===== config.mk =====
export PLATFORM = sky130hd
export DESIGN_NAME = sa_rom_ctrl_flat
export DESIGN_NICKNAME = d
export VERILOG_FILES = /design/src/rtl/sa_rom_if.sv /design/src/rtl/sa_rom_ctrl.sv /design/src/flat_wrapper.sv
export SDC_FILE = /design/constraint.sdc
export NUM_CORES = 1
export LEC_CHECK = 0
export CORE_UTILIZATION = 49
export DETAILED_ROUTE_END_ITERATION = 16
export PLACE_DENSITY = 0.78
export SLEW_MARGIN = 20
export SYNTH_ARGS = -nofsm -noshare
export SYNTH_HDL_FRONTEND = slang
export SYNTH_SLANG_ARGS = --single-unit

===== constraint.sdc =====
create_clock -name clk -period 6.25 [get_ports clk]
set_clock_uncertainty 0.1 [all_clocks]
set_input_delay 1.25 -clock clk [delete_from_list [all_inputs] [get_ports clk]]
set_output_delay 1.25 -clock clk [all_outputs]
set_load 0.01 [all_outputs]

===== src/rtl/sa_rom_if.sv =====
// Read handshake between the two station-address requesters (bus port, MAC
// filter loader) and the ROM controller.
interface sa_rom_if;
   logic       bus_req;
   logic [2:0] bus_idx;
   logic       bus_ack;
   logic [7:0] bus_data;
   logic       mac_req;
   logic [2:0] mac_idx;
   logic       mac_ack;
   logic [7:0] mac_data;

   modport master (
      output bus_req, bus_idx, mac_req, mac_idx,
      input  bus_ack, bus_data, mac_ack, mac_data
   );

   modport slave (
      input  bus_req, bus_idx, mac_req, mac_idx,
      output bus_ack, bus_data, mac_ack, mac_data
   );
endinterface


===== src/rtl/sa_rom_ctrl.sv =====
// Station-address ROM sequencer: verifies the one's-complement checksum after
// reset/recheck, then arbitrates single-byte reads between bus and MAC ports.
module sa_rom_ctrl #(
   parameter bit MAC_PRIO = 1'b0
) (
   input  logic        clk,
   input  logic        rst_n,
   input  logic [63:0] rom_q,
   input  logic        recheck,
   sa_rom_if.slave     port,
   output logic        sa_done,
   output logic        sa_ok
);

   typedef enum logic [1:0] {CHK, CMP, RUN} state_t;

   state_t      state_reg, state_next;
   logic [1:0]  cnt_reg, cnt_next;
   logic [15:0] acc_reg, acc_next;
   logic        bus_ack_reg, bus_ack_next;
   logic        mac_ack_reg, mac_ack_next;
   logic [7:0]  bus_data_reg, bus_data_next;
   logic [7:0]  mac_data_reg, mac_data_next;
   logic        done_reg, done_next;
   logic        ok_reg, ok_next;
   logic        rr_mac_reg, rr_mac_next;

   logic [7:0]  rom_byte [8];
   logic [15:0] rom_word [3];
   logic [15:0] word_sel;
   logic [16:0] sum17;
   logic [15:0] fold;
   logic        bus_elig, mac_elig;
   logic        grant_bus, grant_mac;

   genvar gi;
   generate
      for (gi = 0; gi < 8; gi++) begin : g_byte
         assign rom_byte[gi] = rom_q[8*gi +: 8];
      end
      for (gi = 0; gi < 3; gi++) begin : g_word
         assign rom_word[gi] = {rom_byte[2*gi+1], rom_byte[2*gi]};
      end
   endgenerate

   always_comb begin
      word_sel = 16'h0000;
      case (cnt_reg)
         2'd0:    word_sel = rom_word[0];
         2'd1:    word_sel = rom_word[1];
         2'd2:    word_sel = rom_word[2];
         default: word_sel = 16'h0000;
      endcase
   end

   // End-around carry; the folded value cannot overflow a second time.
   assign sum17 = {1'b0, acc_reg} + {1'b0, word_sel};
   assign fold  = sum17[15:0] + {15'd0, sum17[16]};

   // A port whose ack is showing this cycle sits out this edge.
   assign bus_elig = port.bus_req && !bus_ack_reg;
   assign mac_elig = port.mac_req && !mac_ack_reg;

   always_comb begin
      grant_bus = 1'b0;
      grant_mac = 1'b0;
      if (state_reg == RUN && !recheck) begin
         if (bus_elig && mac_elig) begin
            if (MAC_PRIO || rr_mac_reg) grant_mac = 1'b1;
            else                        grant_bus = 1'b1;
         end else begin
            grant_bus = bus_elig;
            grant_mac = mac_elig;
         end
      end
   end

   always_comb begin
      state_next    = state_reg;
      cnt_next      = cnt_reg;
      acc_next      = acc_reg;
      bus_ack_next  = 1'b0;
      mac_ack_next  = 1'b0;
      bus_data_next = bus_data_reg;
      mac_data_next = mac_data_reg;
      done_next     = done_reg;
      ok_next       = ok_reg;
      rr_mac_next   = rr_mac_reg;

      if (recheck) begin
         state_next = CHK;
         cnt_next   = 2'd0;
         acc_next   = 16'h0000;
         done_next  = 1'b0;
         ok_next    = 1'b0;
      end else begin
         case (state_reg)
            CHK: begin
               acc_next = fold;
               if (cnt_reg == 2'd2) begin
                  state_next = CMP;
                  cnt_next   = 2'd0;
               end else begin
                  cnt_next = cnt_reg + 2'd1;
               end
            end
            CMP: begin
               ok_next    = (acc_reg == {rom_byte[7], rom_byte[6]});
               done_next  = 1'b1;
               state_next = RUN;
            end
            RUN: begin
               if (grant_bus) begin
                  bus_ack_next  = 1'b1;
                  bus_data_next = rom_byte[port.bus_idx];
                  rr_mac_next   = 1'b1;
               end
               if (grant_mac) begin
                  mac_ack_next  = 1'b1;
                  mac_data_next = rom_byte[port.mac_idx];
                  rr_mac_next   = 1'b0;
               end
            end
            default: state_next = CHK;
         endcase
      end
   end

   always_ff @(posedge clk or negedge rst_n) begin
      if (!rst_n) begin
         state_reg    <= CHK;
         cnt_reg      <= 2'd0;
         acc_reg      <= 16'h0000;
         bus_ack_reg  <= 1'b0;
         mac_ack_reg  <= 1'b0;
         bus_data_reg <= 8'h00;
         mac_data_reg <= 8'h00;
         done_reg     <= 1'b0;
         ok_reg       <= 1'b0;
         rr_mac_reg   <= 1'b0;
      end else begin
         state_reg    <= state_next;
         cnt_reg      <= cnt_next;
         acc_reg      <= acc_next;
         bus_ack_reg  <= bus_ack_next;
         mac_ack_reg  <= mac_ack_next;
         bus_data_reg <= bus_data_next;
         mac_data_reg <= mac_data_next;
         done_reg     <= done_next;
         ok_reg       <= ok_next;
         rr_mac_reg   <= rr_mac_next;
      end
   end

   assign port.bus_ack  = bus_ack_reg;
   assign port.bus_data = bus_data_reg;
   assign port.mac_ack  = mac_ack_reg;
   assign port.mac_data = mac_data_reg;
   assign sa_done       = done_reg;
   assign sa_ok         = ok_reg;

endmodule

===== src/flat_wrapper.sv =====
// flat-port wrapper written by rule: the top's interface ports become plain ports
module sa_rom_ctrl_flat 
#(
   parameter bit MAC_PRIO = 1'b0
)
  (clk, rst_n, rom_q, recheck, sa_done, sa_ok, port_bus_req, port_bus_idx, port_mac_req, port_mac_idx, port_bus_ack, port_bus_data, port_mac_ack, port_mac_data);
  sa_rom_if port_i ();
  input  logic clk;
  input  logic rst_n;
  input  logic [63:0] rom_q;
  input  logic recheck;
  output logic sa_done;
  output logic sa_ok;
  input wire logic [$bits(port_i.bus_req)-1:0] port_bus_req;
  input wire logic [$bits(port_i.bus_idx)-1:0] port_bus_idx;
  input wire logic [$bits(port_i.mac_req)-1:0] port_mac_req;
  input wire logic [$bits(port_i.mac_idx)-1:0] port_mac_idx;
  output wire logic [$bits(port_i.bus_ack)-1:0] port_bus_ack;
  output wire logic [$bits(port_i.bus_data)-1:0] port_bus_data;
  output wire logic [$bits(port_i.mac_ack)-1:0] port_mac_ack;
  output wire logic [$bits(port_i.mac_data)-1:0] port_mac_data;
  assign port_i.bus_req = port_bus_req;
  assign port_i.bus_idx = port_bus_idx;
  assign port_i.mac_req = port_mac_req;
  assign port_i.mac_idx = port_mac_idx;
  assign port_bus_ack = port_i.bus_ack;
  assign port_bus_data = port_i.bus_data;
  assign port_mac_ack = port_i.mac_ack;
  assign port_mac_data = port_i.mac_data;
  sa_rom_ctrl #(.MAC_PRIO(MAC_PRIO)) u_core (.clk(clk), .rst_n(rst_n), .rom_q(rom_q), .recheck(recheck), .port(port_i), .sa_done(sa_done), .sa_ok(sa_ok));
endmodule

==> summary.md <==
| Metric | Value |
|---|---|
| Status | complete, no violations |
| Sequential power share | roughly a quarter |
| Multi-input gate area | 3000 um2 |
| Root Buffer | clkbuf_8 |
| Initial antenna violation count | 0 |
| Switching Fraction | ~46% |
| Hold Vio Cnt, Final | 0 |
| Gr ovfl total | 0 |
| RD Place Congestion | about 0.9 |
| Synth cell types | 60 |
| DR iter-0 viols | 291 |
| Mapped Area | between 4000 and 5000 um2 |
| Setup TNS | 0 ns |
| Worst-path cell chain | clkdlybuf4s50_1 -> mux2i_1 -> o21ai_0 -> ha_1 -> a211o_2 -> a31o_2 -> a22o_1 -> a311oi_1 -> o21bai_1 -> nand2_1 -> nand2_1 -> a21o_1 -> ha_1 -> and3_1 -> nand4b_1 -> nor4_4 -> and4_4 -> a211o_1 -> nand3_1 |
| CP Data Required Time | roughly 6.4 ns |
| Psw | ~860 uW |
| Final Power | about 1.9 mW |
| Internal | 1.00 mW |
| Yosys reg bits | 41 |
| Place WS | slightly below 0.7 ns |
| Register area | 1030 um2 |
| Total of max-cap violations | 0 |
| Setup ws final | around 0.94 ns |
| Worst IR Drop VDD | roughly 0.00026 V |
| Delay-heaviest family, CP | compound AO/OA/AOI/OAI gates |
| Finished Layout Cells | around 620 |
| Post-synth EDFFs | 0 |
| WP buf/inv | 1 |
| Clock network fraction of design power | 10.4% |
| IO Count | 95 |
| CTS HTree Levels | 2 |
| Worst-path clk slew | roughly 0.09 ns |
| Min Hold Slack | approximately 0.39 ns |
| Max_slew headroom | 34.9% |
| Row cnt | 33 |
| Vias per std cell | approximately 6.1 |
| RSZ-0062 raised after global routing | false |
| Critical path class | in2reg |
| DIE AREA | around 9000 um2 |
| Setup bufs post-CTS | 0 |
| Routed Antenna Nets | 0 |
| Worst slew pin tran | approximately 1 ns |
| Fin crit share | a little over four fifths |
| Clock Path Buffers | 2 |
| Ant. Diodes | 0 |
| Clock sinks | 41 |
| Max Freq | approximately 0.19 GHz |
| Period minus WS final | ~5.3 ns |
| Area grow syn2layout | 25.8% |
| Total iterations of the first detailed-routing run | 5 |
| Slew Viols, Final | 0 |
| Arr. time, crit path | 5.45 ns |
| Ys Warns | 0 |
| Dpl cells | between 600 and 700 |
| Comb pwr share | 66.0% |
| Gate Count Post-Synth | 440 |
| Syn Nets | ~530 |
| Drt drc | 0 |
| Port Buffer Count | between 90 and 100 |
| Worst skew pair latency | 0.31 ns |
| Ys flop type | dfrtp_1 |
| Share of layout cells above drive strength 1 | approximately an eighth |
| Slowest CP cell | clkdlybuf4s50_1 |
| Routed WL per cell | around 20 um |
| Net count reported at finish | roughly 600 |
| Register area share after synthesis | about 25% |
| Hold Buf Count CTS | 0 |
| Number of fill cells in the layout | 668 |
| PD cells | about 360 nW/um2 |
| Vias | between 3k and 4k |
| Die height | ~94 um |
| Crit. End Element | flop |
| Total CTS buffers | 5 |
| Asr flop ratio synth | 100% |
| First-pass GRT wire length | about 19000 um |
| Class of the tightest hold or removal check | reg2reg |
| Core ar. | 8220 um2 |
| Post_cts resized | 0 |
| Starting Density | between 50% and 60% |
| TritonCTS clock tree | done |
| Estimated wirelength of the detail-placed design | ~9600 um |
| Number of global-route vias before repair | about 3.7k |
| Crit Path Max Fanout | 8 |
| Number of flip-flops under the largest register name | 16 |
| Setup violators final | 0 |
| Largest net degree at the start of global routing | 42 |
| CP startpoint kind | input pin |
| Drt total wl | 12200 um |
| CP max stage delay | approximately 0.52 ns |
| Die X | roughly 94 um |
| Static leakage | ~2.1 nW |
| GRT Total Usage | between 20% and 30% |
| Mean Syn Cell Area | roughly 9.4 um2 |
## cell usage after synthesis (3+ instances only)
library cell	number	area [um2]
a211oi_1	3	22.5
a21o_1	4	30.0
a21oi_1	21	105
a22o_1	4	35.0
and3_1	4	25.0
buf_1	6	22.5
clkbuf_1	17	63.8
dfrtp_1	41	1030
ha_1	18	225
inv_1	9	33.8
mux2i_1	33	330
mux4_2	32	721
nand2_1	51	191
nand2b_1	4	25.0
nand3_1	12	60.1
nor2_1	24	90.1
nor2b_1	4	25.0
nor3_1	6	30.0
nor3b_1	3	22.5
nor4_1	5	31.3
o211ai_1	3	22.5
o21ai_0	45	225
xnor2_1	15	131
xor2_1	23	201
## cell families (layout without fill, tap and decap cells)
family | Yosys count | after routing | synth area share, %
AND/OR/NAND/NOR | 141 | 141 | 18.0
AO/OA/AOI/OAI | 101 | 101 | 14.6
multiplexers | 65 | 65 | 25.3
flip-flops | 41 | 41 | 24.7
XOR/XNOR | 38 | 38 | 8.00
buffers and inverters | 35 | 114 | 3.61
adder cells (fa/ha/maj) | 19 | 19 | 5.90
## power by group through the flow
stage                     sequential, mW  clock, mW  combinational, mW
after global routing               0.451      0.203               1.35
final                              0.440      0.193               1.23
after CTS                          0.440      0.193               1.22
after detailed placement           0.445          0               1.21
after global placement             0.442          0               1.18
after floorplan                    0.445          0              0.840
## through the flow
step	util (%)	instance area, um2
final	63.6	5230
after floorplan	-	4160
after detailed placement	62.5	5140
after CTS	63.7	5230
after global routing	63.6	5230
after global placement	62.5	5140
## layout by cell type, fill, tap and decap left out, drive strengths merged, types with 5 or more instances in the layout
cell           count
buf                6
nor2              25
nor4               6
mux4              32
mux2i             33
xnor2             15
o21ai             47
nand3             13
ha                18
clkbuf             5
dfrtp             41
nand2             51
nor3               6
a21oi             21
clkdlybuf4s50     91
inv               11
and3               5
xor2              23
## layer usage
layer	GRT usage [%]	share of wire [%]	up-vias	wire length (um)
met2	46.2	47	157	5740
met4	11.7	3.1	0	380
met1	38.0	43	1832	5230
met5	0	0	-	0
li1	-	-	1801	-
met3	5.02	7.1	28	862
## area by class of cell
class	count	share of cell area, %
inverter	9	0.646
clock buffer	5	1.32
timing repair buffer	97	18.1
tap	105	2.51
sequential	41	19.6
clock inverter	3	0.479
multi-input combinational	364	57.3
## worst paths after layout
check / start / to / slack, ns / depth (start not counted)
setup / recovery: rom_q[8] / u_core.acc_reg[15]$_DFFE_PN0P_ / 0.94 / 19
hold / removal: u_core.port.bus_data[3]$_DFFE_PN0P_ / u_core.port.bus_data[3]$_DFFE_PN0P_ / 0.39 / 2
setup reg to reg: u_core.cnt_reg[1]$_DFFE_PN0P_ / u_core.acc_reg[15]$_DFFE_PN0P_ / 1.43 / 19
hold reg to reg: u_core.port.bus_data[3]$_DFFE_PN0P_ / u_core.port.bus_data[3]$_DFFE_PN0P_ / 0.39 / 2
max in group asynchronous: rst_n / u_core.acc_reg[5]$_DFFE_PN0P_ / 4.45 / 1
min in group asynchronous: rst_n / u_core.port.bus_data[2]$_DFFE_PN0P_ / 0.98 / 1
## worst min-delay path, delay by kind of cell (launching register included)
family / cells / cell delay, ns
and+or+nand+nor: 1 / 0.05
DFF: 1 / 0.35
AOI/OAI and AO/OA: 1 / 0.06
Power figures use the tool's default switching activity.
==> edit, RTL diff (config.mk and constraints unchanged) <==
`bus_data_reg` no longer has a reset.
--- a/src/rtl/sa_rom_ctrl.sv
+++ b/src/rtl/sa_rom_ctrl.sv
@@ -134,5 +134,4 @@
          bus_ack_reg  <= 1'b0;
          mac_ack_reg  <= 1'b0;
-         bus_data_reg <= 8'h00;
          mac_data_reg <= 8'h00;
          done_reg     <= 1'b0;
@@ -145,5 +144,4 @@
          bus_ack_reg  <= bus_ack_next;
          mac_ack_reg  <= mac_ack_next;
-         bus_data_reg <= bus_data_next;
          mac_data_reg <= mac_data_next;
          done_reg     <= done_next;
@@ -151,4 +149,8 @@
          rr_mac_reg   <= rr_mac_next;
       end
+   end
+
+   always_ff @(posedge clk) begin
+      bus_data_reg <= bus_data_next;
    end
 
Formal check against the unedited RTL: differs if rst_n is asserted again (counterexample within 10 cycles, from zero or initial values and one cycle with rst_n low); with rst_n held inactive, the same outputs for 10 cycles.
==> edit against the original RTL <==
- sequential power decreased by 2%
- area after synthesis is 1.4% lower
- power decreased by 0.22%
- wire length increased by 1.6%
- sequential cell count unchanged
- cell area grew 0.81%
- core utilization increased by 2.9 points
- worst setup slack got worse by 0.46 ns
==> edit: results <==
INSERT INTO impl_metrics (metric_group, metric, value, unit) VALUES
('grt', 'grt_util_met2', '48.8', '%'),
('logic_synthesis', 'synth_commonest_cells', '39 x sky130_fd_sc_hd__o21ai_0, 35 x sky130_fd_sc_hd__nand2_1, 33 x sky130_fd_sc_hd__dfrtp_1, 32 x sky130_fd_sc_hd__mux4_2, 25 x sky130_fd_sc_hd__nor2_1', ''),
('logic_synthesis', 'post_synth_mux_area_share', '26.0', '%'),
('logic_synthesis', 'netlist_top_cells_area', 'sky130_fd_sc_hd__dfrtp_1 20%, sky130_fd_sc_hd__mux4_2 18%, sky130_fd_sc_hd__mux2i_1 5.9%, sky130_fd_sc_hd__edfxtp_1 5.9%, sky130_fd_sc_hd__ha_1 5.5%', ''),
('power_and_ir_drop', 'vdd.ir_drop.worst', '0.226', 'mV'),
('worst_setup_path', 'reg2regPathDepth', '20', ''),
('worst_setup_path', 'critical_path_peak_fanout', '4', ''),
('routing', 'detailedRoute.firstIterationViolations', '232', ''),
('logic_synthesis', 'share_of_async_settable_or_async_resettable_flops_after_synthesis', '80.5', '%'),
('hold_path', 'hold_start', 'u_core.port.mac_data[2]', ''),
('run_status', 'status', 'finished clean', ''),
('final_layout', 'fin_nets', '595', ''),
('logic_synthesis', 'synth_cells', '413', ''),
('logic_synthesis', 'synth_seq_area_share', '26.0', '%'),
('worst_setup_path', 'crit_path_max_incr_delay', '0.50', 'ns'),
('logic_synthesis', 'syn-num-nets', '507', ''),
('placement', 'place.gp.congestion', '0.926', ''),
('grt', 'grt_util_all_layers', '29.7', '%'),
('power_and_ir_drop', 'p_leak', '0.00205', 'uW'),
('timing', 'tightest_slew', '0.914', 'ns');
## edit: cell types whose count changed after synthesis, moves of 3 or more
| cell | change |
|---|---|
| sky130_fd_sc_hd__nand2_1 | -16 |
| sky130_fd_sc_hd__mux2i_1 | -9 |
| sky130_fd_sc_hd__dfrtp_1 | -8 |
| sky130_fd_sc_hd__edfxtp_1 | +8 |
| sky130_fd_sc_hd__mux2_2 | +8 |
| sky130_fd_sc_hd__o21ai_0 | -6 |
| sky130_fd_sc_hd__clkbuf_1 | -5 |
| sky130_fd_sc_hd__nand3_1 | -4 |
| sky130_fd_sc_hd__nor3_1 | +4 |
| sky130_fd_sc_hd__a21o_1 | +3 |
| sky130_fd_sc_hd__buf_2 | +3 |
| sky130_fd_sc_hd__or2_2 | +3 |
## edit: cell families (layout without fill, tap and decap cells)
group                      after synthesis  after routing
buffers and inverters                   32            121
DFF                                     41             41
xor gates and xnor gates                35             35
muxes                                   65             65
and+or+nand+nor                        116            116
adders and majority gates               19             19
AOI/OAI and AO/OA                      105            105
## edit: layout make-up
cell class | count | share of cell area [%]
clock buffer | 6 | 1.57
clock inverter | 2 | 0.688
inverter | 9 | 0.641
multi-input combinational | 340 | 55.4
sequential | 41 | 20.2
tap | 102 | 2.42
timing repair buffer | 104 | 19.1
## edit: how the worst max path moves through the flow
stage | start | endpoint | depth (start not counted)
3_3_place_gp | rom_q[32] | u_core.acc_reg[15] | 20
2_1_floorplan | u_core.cnt_reg[1] | u_core.acc_reg[15] | 21
4_1_cts | rom_q[32] | u_core.acc_reg[15] | 20
6_report | rom_q[32] | u_core.acc_reg[15] | 20
3_5_place_dp | rom_q[32] | u_core.acc_reg[15] | 20
5_1_grt | rom_q[32] | u_core.acc_reg[15] | 20
## edit: stage by stage
| step | hold slack, ns | util (%) | worst slack (ns) | power, uW |
|---|---|---|---|---|
| floorplan | 0.393 | - | 1.12 | 1250 |
| global placement | 0.400 | 65.0 | 0.284 | 1590 |
| detailed placement | 0.413 | 65.0 | 0.0787 | 1610 |
| CTS | 0.425 | 66.5 | 0.375 | 1850 |
| global route | 0.457 | 66.5 | 0.0643 | 2000 |
| finish | 0.430 | 66.5 | 0.477 | 1860 |
## edit: worst register-to-register path, delay by kind of cell, from the launching register on
kind / cells / cell delay, ns
AOI/OAI and AO/OA: 9 / 1.96
and+or+nand+nor: 6 / 1.34
adders and majority gates: 3 / 0.77
muxes: 1 / 0.12
buffers and inverters: 1 / 0.33
DFF: 1 / 0.58
## edit: power groups by stage
stage,combinational [uW],clock (uW),sequential (uW)
4_1_cts,1180,234,428
5_1_grt,1320,245,437
3_5_place_dp,1180,0,434
3_3_place_gp,1160,0,430
2_1_floorplan,833,0,421
6_report,1190,235,429
